--- src/rtl/inv_pkg.sv ---
// Shared definitions for the 5x5 rational matrix-inverse sequencer.
package inv_pkg;

    localparam int N           = 5;
    localparam int DW          = 32;
    localparam int AW          = 5;
    localparam int NELEM       = N * N;
    localparam int LAST_IDX    = NELEM - 1;
    localparam int TIMEOUT_DEF = 1024;

    typedef enum logic [2:0] {
        S_IDLE,
        S_LOAD,
        S_KICK,
        S_WAIT,
        S_RADDR,
        S_RCAP,
        S_OUT,
        S_FIN
    } state_t;

    // True when the element index addresses the final matrix element.
    function automatic logic is_last(input logic [AW-1:0] idx);
        return idx == AW'(LAST_IDX);
    endfunction

endpackage

--- src/rtl/inv_result_reg.sv ---
// Result payload register: captures one numerator/denominator pair and
// holds it, with valid raised, until the consumer accepts it.
module inv_result_reg
    import inv_pkg::*;
(
    input  logic          clk,
    input  logic          rst_n,
    input  logic          capture,
    input  logic [DW-1:0] num_in,
    input  logic [DW-1:0] den_in,
    input  logic [AW-1:0] index_in,
    input  logic          last_in,
    input  logic          ready,
    output logic          valid,
    output logic [DW-1:0] num,
    output logic [DW-1:0] den,
    output logic [AW-1:0] index,
    output logic          last
);

    // Load payload on capture; drop valid after the accepting handshake,
    // payload bits stay put so a late observer never sees a glitch.
    always_ff @(posedge clk or negedge rst_n) begin
        if (!rst_n) begin
            valid <= 1'b0;
            num   <= '0;
            den   <= '0;
            index <= '0;
            last  <= 1'b0;
        end else if (capture) begin
            valid <= 1'b1;
            num   <= num_in;
            den   <= den_in;
            index <= index_in;
            last  <= last_in;
        end else if (valid && ready) begin
            valid <= 1'b0;
        end
    end

endmodule

--- src/rtl/inv_seq_ctrl.sv ---
// Sequencer for the matrix-inverse datapath: loads a job, kicks the
// datapath, waits (bounded) for completion, then streams the results.
//
//   state  | meaning
//   -------+-----------------------------------------------------------
//   IDLE   | no job; waits for start
//   LOAD   | accepts 25 elements, writes each into the matrix store
//   KICK   | one-cycle datapath start pulse
//   WAIT   | waits for dp_done, gives up after TIMEOUT cycles
//   RADDR  | drives the read address of the current result
//   RCAP   | read data valid; captured into the result register
//   OUT    | result offered on the output port until accepted
//   FIN    | one-cycle done pulse, then back to IDLE
module inv_seq_ctrl
    import inv_pkg::*;
#(
    parameter int TIMEOUT = TIMEOUT_DEF
) (
    input  logic          clk,
    input  logic          reset,
    input  logic          start,
    output logic          busy,
    input  logic          load_valid,
    output logic          load_ready,
    input  logic [DW-1:0] load_data,
    output logic          dp_wr_en,
    output logic [AW-1:0] dp_addr,
    output logic [DW-1:0] dp_wdata,
    output logic          dp_start,
    input  logic          dp_done,
    input  logic [DW-1:0] dp_rd_num,
    input  logic [DW-1:0] dp_rd_den,
    output logic          out_valid,
    input  logic          out_ready,
    output logic [DW-1:0] out_num,
    output logic [DW-1:0] out_den,
    output logic [AW-1:0] out_index,
    output logic          out_last,
    output logic          done,
    output logic          singular,
    output logic          timeout_err
);

    localparam int TW = (TIMEOUT > 2) ? $clog2(TIMEOUT) : 1;

    state_t        state;
    logic [AW-1:0] idx;
    logic [TW-1:0] timer;
    logic [AW-1:0] dp_addr_q;

    // Write strobe follows the load handshake in the same cycle.
    assign dp_wr_en = load_ready && load_valid;
    assign dp_wdata = dp_wr_en ? load_data : '0;

    // Address is live from idx while loading or issuing a read, and
    // otherwise holds whatever was last driven.
    assign dp_addr = (state == S_LOAD || state == S_RADDR) ? idx : dp_addr_q;

    // Sequencer state, counters, sticky flags and registered strobes.
    always_ff @(posedge clk or negedge reset) begin
        if (!reset) begin
            state       <= S_IDLE;
            idx         <= '0;
            timer       <= '0;
            dp_addr_q   <= '0;
            busy        <= 1'b0;
            load_ready  <= 1'b0;
            dp_start    <= 1'b0;
            done        <= 1'b0;
            singular    <= 1'b0;
            timeout_err <= 1'b0;
        end else begin
            dp_start <= 1'b0;
            done     <= 1'b0;
            case (state)
                S_IDLE: begin
                    if (start) begin
                        singular    <= 1'b0;
                        timeout_err <= 1'b0;
                        idx         <= '0;
                        busy        <= 1'b1;
                        load_ready  <= 1'b1;
                        state       <= S_LOAD;
                    end
                end
                S_LOAD: begin
                    if (load_valid) begin
                        dp_addr_q <= idx;
                        if (is_last(idx)) begin
                            load_ready <= 1'b0;
                            dp_start   <= 1'b1;
                            state      <= S_KICK;
                        end else begin
                            idx <= idx + AW'(1);
                        end
                    end
                end
                S_KICK: begin
                    timer <= '0;
                    idx   <= '0;
                    state <= S_WAIT;
                end
                S_WAIT: begin
                    timer <= timer + TW'(1);
                    // Completion wins over a timeout landing in the same cycle.
                    if (dp_done) begin
                        state <= S_RADDR;
                    end else if (timer == TW'(TIMEOUT - 1)) begin
                        timeout_err <= 1'b1;
                        done        <= 1'b1;
                        state       <= S_FIN;
                    end
                end
                S_RADDR: begin
                    dp_addr_q <= idx;
                    state     <= S_RCAP;
                end
                S_RCAP: begin
                    if (dp_rd_den == '0) begin
                        singular <= 1'b1;
                    end
                    state <= S_OUT;
                end
                S_OUT: begin
                    if (out_valid && out_ready) begin
                        if (is_last(idx)) begin
                            done  <= 1'b1;
                            state <= S_FIN;
                        end else begin
                            idx   <= idx + AW'(1);
                            state <= S_RADDR;
                        end
                    end
                end
                S_FIN: begin
                    busy  <= 1'b0;
                    state <= S_IDLE;
                end
                default: begin
                    busy       <= 1'b0;
                    load_ready <= 1'b0;
                    state      <= S_IDLE;
                end
            endcase
        end
    end

    inv_result_reg u_result (
        .clk      (clk),
        .rst_n    (reset),
        .capture  (state == S_RCAP),
        .num_in   (dp_rd_num),
        .den_in   (dp_rd_den),
        .index_in (idx),
        .last_in  (is_last(idx)),
        .ready    (out_ready),
        .valid    (out_valid),
        .num      (out_num),
        .den      (out_den),
        .index    (out_index),
        .last     (out_last)
    );

endmodule

--- config.mk ---
export PLATFORM = sky130hd
export DESIGN_NAME = inv_seq_ctrl
export DESIGN_NICKNAME = d
export VERILOG_FILES = /design/src/rtl/inv_pkg.sv /design/src/rtl/inv_result_reg.sv /design/src/rtl/inv_seq_ctrl.sv
export SDC_FILE = /design/constraint.sdc
export NUM_CORES = 1
export LEC_CHECK = 0
export CAP_MARGIN = 20
export CORE_MARGIN = 2
export CORE_UTILIZATION = 45
export CTS_CLUSTER_DIAMETER = 50
export CTS_CLUSTER_SIZE = 12
export DETAILED_ROUTE_END_ITERATION = 6
export GPL_TIMING_DRIVEN = 0
export PLACE_DENSITY = 0.95
export SYNTH_ARGS = -nofsm -noshare
export SYNTH_HDL_FRONTEND = slang
export SYNTH_SLANG_ARGS = --single-unit
--- constraint.sdc ---
create_clock -name clk -period 3.75 [get_ports clk]
set_clock_uncertainty 0.05 [all_clocks]
set_input_delay 0.5625 -clock clk [delete_from_list [all_inputs] [get_ports clk]]
set_output_delay 0.5625 -clock clk [all_outputs]
set_load 0.005 [all_outputs]
==> results.cfg <==
[synthesis]
ys.flop_type = dfrtp_1
ys_top_cells_by_area = dfrtp_1 (54%), mux2_1 (13%), mux2_2 (5.6%)
synth_compound_area_frac = 0.0649
syn_area_mm2 = 0.00466
yosysUniqueCellTypes = 52
synth_common_cells = dfrtp_1 (100), mux2_1 (55), and3_1 (37), nand2_1 (28), mux2_2 (23)
yosys.area.top_type = dfrtp_1
yosysTopAreaCellShare = 0.537
ys_ff_latch = 100
synth_xor_area_frac = 0
synth_adder_area_share = 0.00805
synth_top_family_by_area = multiplexers
synth_cells = 377
ys_async_sr_fraction = 1.00
yosysSeqAreaShare = 0.537
synth_mux_area_frac = 0.203
synth_area_per_cell_um2 = 12.4
yosysMostFrequentCell = dfrtp_1
yosysWarnings = 0
synth-edff-count = 0
synth_simple_gate_area_frac = 0.146
synth_fp_nets = 482

[cells_and_area]
ff_latch_area_mm2 = 0.00250
num-nets-final = 710
multi_input_area_mm2 = 0.00197
post_route_cells_drive_above_1_share = 0.113
area_growth_pct = 54.2
diodes = 0
fillers = 721

[outcome]
outcome = complete, no violations

[route]
wl_mm = 12.9
detail_route.wl_per_cell_um = 17.3
drtAntennaViolNets = 0
viasPerCell = 5.28
first_iter_violations = 263
drtPass1Iterations = 4
drcViolationCount = 0
vias = 3939

[clocking]
cts.htree.levels = 3
hold_buffers = 0
cts_setup_buffers = 0
clockBufferDepth = 2
clock_sinks = 100
cts_root_buffer = clkbuf_8
cts_tree = built
clk_transition_reported_paths_ps = 100
worst_skew_pair.late_latency_ps = 370
cts_buffers = 9
cts_resized = 0

[timing]
finalHoldViolCount = 0
slew_violations = 0
holdWs_ps = 191
tightest_slew_ps = 739
setup_viol = 0
rsz0062_at_grt = false
post-route-period-util = 0.824
tns_ps = 0
slew_headroom = 0.507
period_minus_slack_ps = 3090
fmax_mhz = 324
worst_slack_ps = 659

[die]
dieArea_mm2 = 0.0112
start_util = 0.458
fp.dieH_um = 106
coreArea_mm2 = 0.0102
io_pins = 217
die_width_um = 106
num_rows = 37

[power]
power_leakage_nw = 3.12
p_int_mw = 3.14
p_comb_frac = 0.481
power_density_mw_per_mm2 = 648
pwr-share-seq = 0.380
p_total_mw = 4.66
p_sw_mw = 1.52
swShare = 0.325
power_frac_clock = 0.139
ir_drop_v = 0.000418

[setup_path]
worstRegToRegCells = 7
cpMaxStageDelayCell = clkdlybuf4s50_1
worstSetupPathType = primary input to primary output
r2r_start = idx[0]$_DFFE_PN0P_
critPathLaunchType = primary input
end_kind = primary output
critical_path_arrival_ps = 2480
reg2reg_slack_ps = 1870
r2r-end = idx[2]$_DFFE_PN0P_
cpPeakStageDelay_ps = 510
path_cells = clkdlybuf4s50_1 -> clkbuf_1 -> clkbuf_1 -> and3_1 -> clkdlybuf4s50_1
crit_path_max_fanout = 10
required_ps = 3140

[place]
dp_slack_ps = 710
gp_congestion = 0.849
port_buffers = 216
dp_hpwl_mm = 9.94

[hold_path]
hp-class = primary input to asynchronous set/reset pin

[flow_run]
maxCapViolCount = 0

[grt]
grt_first_pass_wirelength_mm = 21.1
grt_max_degree = 58
grt_pass1_vias = 4186
antenna_found_initial = 0
grt_overflow = 0
grtUsageTotal = 0.237
## per-layer routing
layer  vias up  global-route usage  routed length [um]
met5         -                   0                   0
met4         0              0.0893                 403
met3        33              0.0612                 739
met2       143               0.406                6580
met1      1940               0.286                5150
li1       1823                   -                   -
## metrics by stage
stage,cells,util,cell area (um2)
5_1_grt,746,0.706,7190
3_5_place_dp,730,0.688,7010
2_1_floorplan,377,-,4660
4_1_cts,746,0.706,7190
3_3_place_gp,729,0.687,6990
6_report,746,0.706,7190
## worst max-delay path by stage
stage,from,end,cells after the start
final,load_valid,dp_wdata[23],5
after global routing,load_valid,dp_wdata[23],5
after CTS,load_valid,dp_wdata[19],5
after detailed placement,load_valid,dp_wdata[19],5
after global placement,reset,u_result.den[25]$_DFFE_PN0N_,1
after floorplan,state[0]$_DFFE_PN0P_,dp_addr[0],5
## layout make-up
cell class	count	share of cell area
buffer	24	0.0240
multi-input combinational	248	0.274
clock inverter	5	0.00644
timing repair buffer	217	0.303
clock buffer	11	0.0183
sequential	100	0.348
inverter	5	0.00261
tap	136	0.0237
## worst max-delay path, delay by kind of cell
kind                   cells  cell delay (ps)
buffers and inverters      4             1670
and+or+nand+nor            1              260
## logic make-up after synthesis
family / count (synthesis)
AOI/OAI and AO/OA: 41
adders and majority gates: 3
buffers and inverters: 29
DFF: 100
muxes: 85
and+or+nand+nor: 119
## flip-flops by register name, summed over array words and instances, names as in the netlist, 3 cells and up
name and count:
state 3, idx 5, u_result.index 5, u_result.den 32, u_result.num 32, dp_addr_q 5, timer 10
## cells in the final DEF, fill, tap and decap left out, drive strengths merged, types with 2 or more instances in the layout
master,netlist,routed
nand3,6,6
o21ai,15,15
nor2,8,8
nor3b,2,2
clkbuf,9,20
dfrtp,100,100
inv,5,7
a21oi,7,7
a22o,3,3
nand2b,3,3
nor2b,3,3
o2bb2ai,2,2
mux2,78,78
o21a,2,2
clkdlybuf4s50,0,215
nand4,4,4
o31ai,2,2
or2,2,2
nor3,4,4
buf,15,17
nand3b,5,5
o221ai,2,2
and3,38,38
clkinv,0,3
mux2i,7,7
a211o,2,2
nor4,11,11
nand2,28,28
ha,3,3
## power by group through the flow
stage / logic [mW] / registers (mW) / clock network (mW)
floorplan: 0.991 / 1.79 / 0
finish: 2.24 / 1.77 / 0.647
CTS: 2.26 / 1.78 / 0.662
global placement: 2.16 / 1.76 / 0
detailed placement: 2.25 / 1.79 / 0
global route: 2.41 / 1.83 / 0.704
Power figures use the tool's default switching activity.
==> RTL change (config.mk and constraints unchanged) <==
Change the package constant `AW` from 5 to 6.
--- a/src/rtl/inv_pkg.sv
+++ b/src/rtl/inv_pkg.sv
@@ -5,3 +5,3 @@
     localparam int DW          = 32;
-    localparam int AW          = 5;
+    localparam int AW          = 6;
     localparam int NELEM       = N * N;
Ports: changed (resized dp_addr and out_index); port bits go from 217 to 219. The function was not compared with the original's and may differ.
==> RTL change against the original RTL <==
The flow now finishes with violations (design-rule violations). Power increased by 9.8%. Sequential cell count increased by 3. Synthesized area decreased by 1.3%. Die area decreased by 1.3%. Cell count increased by 0.94%. Wire length increased by 6.4%. Clock power increased by 23%. Cell area about the same. Sequential share of layout area increased by 1.0 points. Worst setup slack improved by 25 ps. Count of clock-buffer cells in the layout unchanged. Global-route usage increased by 1.6 points.
==> RTL change: results (changes against the original RTL) <==
[routing]
drc = 2  ; was 0
num_vias = 4103  ; was 3939
top_layer = met4  ; unchanged
first_iter_violations = 294  ; was 263
route.met2.wl_um = 7310  ; was 6580 um
wirelength_met1_um = 4700  ; was 5150 um
drt-total-wl_um = 13700  ; was 12900 um
dr.pass1.iters = 7  ; was 4
wl_met3_um = 1340  ; was 739 um

[place]
place_area_sq_um = 6960  ; was 7010 sq um
routabilityCongestion = 0.922  ; was 0.849
post-place-ws_ps = 1090  ; was 710 ps
io_buffers = 217  ; was 216
place_inst = 737  ; was 730
dp_hpwl_um = 10500  ; was 9940 um

[run_status]
violations = design-rule violations
outcome = complete, but fails checks  ; was finished, final reports clean

[cts]
h-tree-depth = 3  ; unchanged
clk_latency_ps = 370  ; about the same
numCtsBuffers = 9  ; unchanged
clk_pin_slew_ps = 100  ; about the same
postCtsSetupBuffers = 0  ; unchanged
clock_path_buffers = 2  ; unchanged

[cells_and_area]
n_antenna_cell = 0  ; unchanged
reg_top3 = u_result.den: 32 flops, u_result.num: 32 flops, timer: 10 flops  ; unchanged
drive_above_1_share_pct = 17.9  ; was 11.3%
nNetsFinal = 720  ; was 710
n_fill_cell = 640  ; was 721
syn_to_final_growth_pct = 56.4  ; was 54.2%
stdcell_count = 753  ; was 746

[logic_synthesis]
netlist_top_cells_count = 103 x dfrtp_1, 80 x mux2_2, 32 x and3_1, 31 x nand2_1, 17 x o21ai_0  ; was 100 x dfrtp_1, 55 x mux2_1, 37 x and3_1, 28 x nand2_1, 23 x mux2_2
synth.yosys.seq_area_share_pct = 56.0  ; was 53.7%
synth_compound_area_share_pct = 5.71  ; was 6.49%
synthAdderAreaFrac_pct = 0.816  ; was 0.805%
synthArstFlopShare_pct = 100  ; unchanged
synthTopCellsByArea = dfrtp_1 56%, mux2_2 20%, and3_1 4.4%  ; was dfrtp_1 54%, mux2_1 13%, mux2_2 5.6%
synthMuxAreaShare_pct = 20.5  ; was 20.3%
synth_top_area_share_pct = 56.0  ; was 53.7%
synth_xor_area_share_pct = 0.571  ; was 0%
syn_nets = 491  ; was 482
ys_types = 38  ; was 52
avgSynthCellArea_sq_um = 11.9  ; was 12.4 sq um
synth_top_flop_cell = dfrtp_1  ; unchanged

[worst_setup_path]
crit_fanout = 10  ; unchanged
reg2reg_from = state[0]  ; was idx[0]
regToRegSetupSlack_ps = 1630  ; was 1870 ps
worstPathArrival_ps = 2450  ; was 2480 ps
rr_endpoint = u_result.den[22]  ; was idx[2]
worstRegToRegCells = 5  ; was 7

[worst_hold_path]
hold_path_class = input port to async pin  ; unchanged

[global_routing]
grt_pass1_vias = 4232  ; was 4186
antenna_found_initial = 0  ; unchanged
grt_pass1_wl_um = 21900  ; was 21100 um
grt_usage_pct = 25.3  ; was 23.7%
grt_max_degree = 63  ; was 58

[power_and_ir_drop]
max-vdd-ir-drop_mv = 0.468  ; was 0.418 mV
power_leakage_nw = 3.09  ; was 3.12 nW
p_switching_w = 0.00164  ; was 0.00152 W

[sta]
relSlewSlack_pct = 57.3  ; was 50.7%
hold_slack_ps = 134  ; was 191 ps

RTL change: cell types whose count changed after synthesis, sizes merged, moves of 4 or more:
cell,delta
and3,-6
inv,+4
nand3,+7
nor2,+6
nor3,-4
o21ai,+8
or3,+5
RTL change: metal layers:
layer  track usage (%)  vias to the layer above
met4              7.33                        0
met2              47.7                      272
met5                 0                        -
met1              26.4                     1955
li1                  -                     1830
met3              8.55                       46
RTL change: final cells by class:
cell class	instances	share of cell area, %
Timing Repair Buffer	218	30.5
Clock buffer	11	2.10
Multi-Input combinational cell	254	26.3
Tap cell	133	2.31
Inverter	9	0.469
Clock inverter	5	1.11
Buffer	20	1.30
Sequential cell	103	35.8
RTL change: how the worst max path moves through the flow:
stage                  start  depth (start not counted)               end  slack (ps)
finish              state[0]                          5        dp_addr[1]         680
detailed placement  state[0]                          5        dp_addr[3]        1090
floorplan           state[0]                          4        dp_addr[0]        1760
global route        state[0]                          5        dp_addr[1]         510
CTS                 state[0]                          5        dp_addr[1]         690
global placement       reset                          1  u_result.num[16]       -1620
RTL change: critical path, stage by stage (launching register included):
cell and delay [ps]:
dfrtp_1 470, buf_2 220, xnor2_1 140, nor2_1 400, mux2_2 400, clkdlybuf4s50_1 460
RTL change: kinds of logic (layout without fill, tap and decap cells):
logic type      Yosys count  after routing
flops                   103            103
compound gates           45             45
fa+ha+maj                 3              3
xor+xnor                  3              3
mux                      84             84
simple gates            119            119
buf+inv                  29            263
RTL change: power groups by stage:
stage | registers, W | clock network (W) | logic (W)
final | 0.00183 | 0.000793 | 0.00249
after global routing | 0.00189 | 0.000852 | 0.00267
after CTS | 0.00183 | 0.000797 | 0.00250
after detailed placement | 0.00185 | 0 | 0.00247
after global placement | 0.00180 | 0 | 0.00236
after floorplan | 0.00184 | 0 | 0.00110
